===== config.mk =====
export PLATFORM = sky130hd
export DESIGN_NAME = fetch_sched
export DESIGN_NICKNAME = d
export VERILOG_FILES = /design/src/rtl/fetch_pkg.sv /design/src/rtl/fetch_line_buf.sv /design/src/rtl/fetch_sched.sv
export SDC_FILE = /design/constraint.sdc
export NUM_CORES = 1
export LEC_CHECK = 0
export CORE_MARGIN = 2
export CORE_UTILIZATION = 64
export CTS_BUF_LIST = sky130_fd_sc_hd__clkbuf_16
export DETAILED_ROUTE_END_ITERATION = 12
export DONT_BUFFER_PORTS = 1
export GPL_TIMING_DRIVEN = 1
export HOLD_SLACK_MARGIN = 0.12
export PLACE_DENSITY = 0.83
export SLEW_MARGIN = 20
export SYNTH_ARGS = -nofsm -noshare
export SYNTH_HDL_FRONTEND = slang
export SYNTH_SLANG_ARGS = --single-unit

===== constraint.sdc =====
create_clock -name clk -period 7.05 [get_ports clk]
set_input_delay 1.41 -clock clk [delete_from_list [all_inputs] [get_ports clk]]
set_output_delay 1.41 -clock clk [all_outputs]
set_load 0.01 [all_outputs]

===== src/rtl/fetch_pkg.sv =====
// fetch_pkg: state type, line geometry and helpers shared by the fetch scheduler.
// Line geometry constants describe the default 8-beat configuration.
package fetch_pkg;

   typedef enum logic [2:0] {IDLE, REQ, RESP, DRAIN, HALT} fetch_state_t;

   localparam int unsigned DEF_BEATS      = 8;
   localparam int unsigned LINE_BYTES     = DEF_BEATS * 8;
   localparam int unsigned SLOTS_PER_LINE = 2 * DEF_BEATS;
   localparam int unsigned SLOT_W         = $clog2(SLOTS_PER_LINE);
   localparam logic [31:0] ZERO_INSN      = '0;

   function automatic int unsigned line_bytes(input int unsigned beats);
      return beats * 8;
   endfunction

   function automatic int unsigned slot_w(input int unsigned beats);
      return $clog2(2 * beats);
   endfunction

   function automatic int unsigned beat_w(input int unsigned beats);
      return (beats > 1) ? $clog2(beats) : 1;
   endfunction

endpackage


===== src/rtl/fetch_line_buf.sv =====
// fetch_line_buf: one instruction line held as BEATS x 64-bit beats, written a
// beat at a time and read back as 32-bit slots without a clock delay.
module fetch_line_buf
   import fetch_pkg::*;
#(
   parameter int unsigned BEATS = DEF_BEATS
)(
   input  logic                       clk,
   input  logic                       we,
   input  logic [beat_w(BEATS)-1:0]   waddr,
   input  logic [63:0]                wdata,
   input  logic [slot_w(BEATS)-1:0]   slot,
   output logic [31:0]                rdata
);

   localparam int unsigned BW = beat_w(BEATS);

   logic [63:0] mem [BEATS];
   logic [63:0] line_word;

   always_ff @(posedge clk) begin
      if (we) mem[waddr] <= wdata;
   end

   // Even slots live in the low half of a beat, odd slots in the high half.
   assign line_word = mem[BW'(slot >> 1)];
   assign rdata     = slot[0] ? line_word[63:32] : line_word[31:0];

endmodule


===== src/rtl/fetch_sched.sv =====
// fetch_sched: requests instruction lines, buffers each burst and feeds the
// decoder one word per cycle until an all-zero word. Define FETCH_TRACE_EN for a transfer trace.
module fetch_sched
   import fetch_pkg::*;
#(
   parameter int unsigned BEATS  = DEF_BEATS,
   parameter int unsigned ADDR_W = 64
)(
   input  logic              clk,
   input  logic              reset_n,
   input  logic              start,
   input  logic [ADDR_W-1:0] entry_pc,
   output logic              bus_reqcyc,
   output logic [ADDR_W-1:0] bus_req,
   input  logic              bus_reqack,
   input  logic              bus_respcyc,
   input  logic [63:0]       bus_resp,
   output logic              bus_respack,
   output logic              dec_valid,
   output logic [31:0]       dec_insn,
   output logic [ADDR_W-1:0] dec_pc,
   input  logic              dec_ready,
   output logic              busy,
   output logic              halted
);

   localparam int unsigned LB  = line_bytes(BEATS);
   localparam int unsigned OFF = $clog2(LB);
   localparam int unsigned SW  = slot_w(BEATS);
   localparam int unsigned BW  = beat_w(BEATS);
   localparam logic [SW-1:0] LAST_SLOT = SW'(2 * BEATS - 1);
   localparam logic [BW-1:0] LAST_BEAT = BW'(BEATS - 1);

   fetch_state_t      state;
   logic [ADDR_W-1:0] line_addr;
   logic [SW-1:0]     slot;
   logic [BW-1:0]     beat_cnt;
   logic [31:0]       cur_word;
   logic [ADDR_W-1:0] cur_pc;
   logic              in_drain;
   logic              word_zero;
   logic              beat_take;
   logic              unused_pc_lsb;

   assign unused_pc_lsb = ^entry_pc[1:0];
   assign in_drain      = (state == DRAIN);
   assign word_zero     = (cur_word == ZERO_INSN);
   assign beat_take     = (state == RESP) && bus_respcyc;
   assign cur_pc        = line_addr + ADDR_W'({slot, 2'b00});

   fetch_line_buf #(.BEATS(BEATS)) u_buf (
      .clk   (clk),
      .we    (beat_take),
      .waddr (beat_cnt),
      .wdata (bus_resp),
      .slot  (slot),
      .rdata (cur_word)
   );

   always_ff @(posedge clk or negedge reset_n) begin
      if (!reset_n) begin
         state     <= IDLE;
         line_addr <= '0;
         slot      <= '0;
         beat_cnt  <= '0;
      end else begin
         case (state)
            IDLE, HALT: begin
               if (start) begin
                  line_addr <= {entry_pc[ADDR_W-1:OFF], {OFF{1'b0}}};
                  slot      <= entry_pc[OFF-1:2];
                  beat_cnt  <= '0;
                  state     <= REQ;
               end
            end
            REQ: begin
               if (bus_reqack) state <= RESP;
            end
            RESP: begin
               if (bus_respcyc) begin
                  beat_cnt <= beat_cnt + 1'b1;
                  if (beat_cnt == LAST_BEAT) begin
                     beat_cnt <= '0;
                     state    <= DRAIN;
                  end
               end
            end
            DRAIN: begin
               // A zero word halts even if the decoder is ready this cycle.
               if (word_zero) begin
                  state <= HALT;
               end else if (dec_ready) begin
                  if (slot == LAST_SLOT) begin
                     line_addr <= line_addr + ADDR_W'(LB);
                     slot      <= '0;
                     state     <= REQ;
                  end else begin
                     slot <= slot + 1'b1;
                  end
               end
            end
            default: state <= IDLE;
         endcase
      end
   end

   assign bus_reqcyc  = (state == REQ);
   assign bus_req     = bus_reqcyc ? line_addr : '0;
   assign bus_respack = beat_take;
   assign dec_valid   = in_drain && !word_zero;
   assign dec_insn    = dec_valid ? cur_word : '0;
   assign dec_pc      = dec_valid ? cur_pc : '0;
   assign busy        = !(state == IDLE || state == HALT);
   assign halted      = (state == HALT);

`ifdef FETCH_TRACE_EN
   always_ff @(posedge clk) begin
      if (reset_n && dec_valid && dec_ready)
         $display("%016h: %08h", dec_pc, dec_insn);
      if (reset_n && in_drain && word_zero)
         $display("%016h: halt", cur_pc);
   end
`else
`endif

endmodule

==> impl_metrics.toml <==
[synth]
synth_top_area_frac = 0.6025
syn_inst = 1674
ys_ff_latch = 580
syn_area_um2 = 25520
synth_area_leaders = "edfxtp_1, mux4_2, dfrtp_1"
yosys_most_used_dff = "edfxtp_1"
async_flop_share = 0.1172
synth_edf_count = 512
synth_cell_types = 69
avgSynthCellArea_um2 = 15.24
synth_seq_area_share = 0.6692
yosysTopAreaCell = "edfxtp_1"
yosys_warnings = 0

[timing]
worst_slew_pin_slew_ns = 1.161
fin_crit_sh = 0.9258
rsz0062_at_grt = "false"
fin_crit_ns = 6.527
final_hold_viol_count = 0
setup_violations = 0
relSlewSlack = 0.2261
finalSetupTns_ns = 0
max_freq_mhz = 153.2
clock_skew_ns = 0.03506
drv_slew = 0

[cells_and_area]
drive_gt1_frac = 0.1580
nets = 1790
layout_commonest_cell = "edfxtp_1"
syn2layout_area_growth_pct = 8.694
fin_area_um2 = 27740
final_cell_mix = "edfxtp_1, nor2_1, mux4_2, nand2_1, and2_1"

[placed_design]
port_buffers = 0
place_area_um2 = 25930
dp_hpwl_um = 41580
gp_congestion = 0.9755

[worst_setup_path]
cp-end-kind = "output pin"
crit_start = "slot[1]"
crit_type = "flop to output pin"
path_common_cell = "buf_12"
start_kind = "flop"
cp_cell_sequence = "buf_12, mux4_2, a22oi_1, nand2_1, or4_4, nor4_4, nand3_2, nand2_2, buf_12, nor2_1"
rr_worst_depth = 11
timing.rr.end = "slot[1]"
critPathCapture = "dec_pc[24]"
rrSetupSlack_ns = 1.88
critPathSlowestCell = "dfrtp_4"
reg2reg_from = "slot[1]"
slowest_delay_ns = 1.06
timing.critical_path.required_ns = 5.64
arrival_ns = 5.12
crit_fanout = 47

[routing]
num_vias = 16294
dr.pass1.iters = 6
antenna_left = 0
wl_per_cell_um = 34.46
wirelength_um = 76430
drc = 0
detail_route.vias_per_cell = 7.346
drtIter0Drc = 2372

[floorplan]
die-area_um2 = 41480
die_height_um = 203.7
die_w_um = 203.7
fp-row-count = 73
coreArea_um2 = 39550
io_pins = 299
initial_core_util = 0.6452

[job]
cap_violations = 0

[clock_tree]
cts_buffers = 55
hold_buffers = 0
cts-root-buf = "clkbuf_16"
clock_path_buffers = 3
cts_sinks = 580
htree_levels = 2
cts_tree = "yes"
cts_setup_buffers = 0
worstSkewPairLatency_ns = 0.63
clk_pin_slew_worst_paths_ns = 0.07
post_cts_resized = 0

[grt]
antenna_found_initial = 5
grt_pass1_vias = 16039
grt_usage = 0.3726
grt_max_degree = 74
gr-total-overflow = 0
grt_pass1_wl_um = 111300

[pwr]
peakVddDrop_uv = 297.1
p_leak_nw = 9.246
power.density_nw_per_um2 = 410.9

[outcome]
outcome = "finished clean"

[worst_hold_path]
min_path_type = "primary input to async pin"
-- report_power, final --
part,internal (mW),switching [mW]
Sequential,4.21,0.607
Combinational,1.26,2.31
Clock,1.65,1.35
-- kinds of logic (layout without fill, tap and decap cells) --
| group | Yosys count | count (layout) | synth area share |
|---|---|---|---|
| flip-flops | 580 | 580 | 0.6692 |
| buffers and inverters | 146 | 154 | 0.02947 |
| other | 1 | 12 | 0.0001470 |
| AND/OR/NAND/NOR | 512 | 512 | 0.1018 |
| XOR/XNOR | 29 | 29 | 0.009954 |
| AO/OA/AOI/OAI | 255 | 255 | 0.07115 |
| multiplexers | 146 | 146 | 0.1158 |
| adder cells (fa/ha/maj) | 5 | 5 | 0.002452 |
-- flip-flops by register name, indices dropped and copies added, names as in the netlist --
signal / count
slot: 4
u_buf.mem: 512
state: 3
line_addr: 58
beat_cnt: 3
-- Yosys cell counts (18+ instances only) --
cell	count
edfxtp_1	512
buf_2	20
mux4_2	119
clkbuf_1	68
nand4_1	24
xnor2_1	18
and3_1	35
nand2_1	101
nand3_1	46
and2_1	69
inv_1	20
or3_1	19
a21oi_1	52
nor2_1	135
a22oi_1	33
o21ai_0	30
nor3_1	28
a22o_1	24
mux2i_1	24
dfrtp_1	68
-- metal layers --
layer | GRT usage | routed length [um] | vias to the layer above
li1 | - | - | 6536
met1 | 0.4767 | 26130 | 8244
met2 | 0.6316 | 39130 | 1311
met3 | 0.08006 | 8432 | 199
met4 | 0.1410 | 2721 | 4
met5 | 0 | 26 | -
-- stage by stage --
stage	total power, mW	setup slack (ns)	util	instances	hold slack, ns
after floorplan	7.206	0.4080	-	1682	0.4838
after global placement	8.144	1.372	0.6558	2119	0.5232
after detailed placement	8.253	1.332	0.6558	2119	0.5498
after CTS	11.33	0.5064	0.7011	2215	0.4578
after global routing	11.76	0.3120	0.7012	2217	0.4765
final	11.40	0.5233	0.7013	2218	0.4944
-- how the worst min path moves through the flow --
stage | start | to | slack [ns]
3_5_place_dp | state[2] | state[1] | 0.55
5_1_grt | reset_n | line_addr[59] | 0.48
4_1_cts | reset_n | line_addr[59] | 0.46
2_1_floorplan | state[2] | state[1] | 0.48
6_report | reset_n | line_addr[59] | 0.49
3_3_place_gp | state[2] | state[1] | 0.52
-- worst max-delay path, delay by kind of cell (launching register included) --
kind,cells,cell delay [ns]
simple gates,6,1.95
flops,1,1.06
buf+inv,2,0.59
mux,1,0.52
compound gates,1,0.26
-- layout make-up --
class                      instances  area, um^2
antenna                            3       7.507
clock buffer                      55        1376
clock inverter                    41       416.7
fill                            2407       11810
inverter                          22       82.58
multi-input combinational        956        7790
sequential                       580       17090
tap                              525       656.9
timing repair buffer              36       320.3
Note: power is estimated with default switching activity, not from simulation.
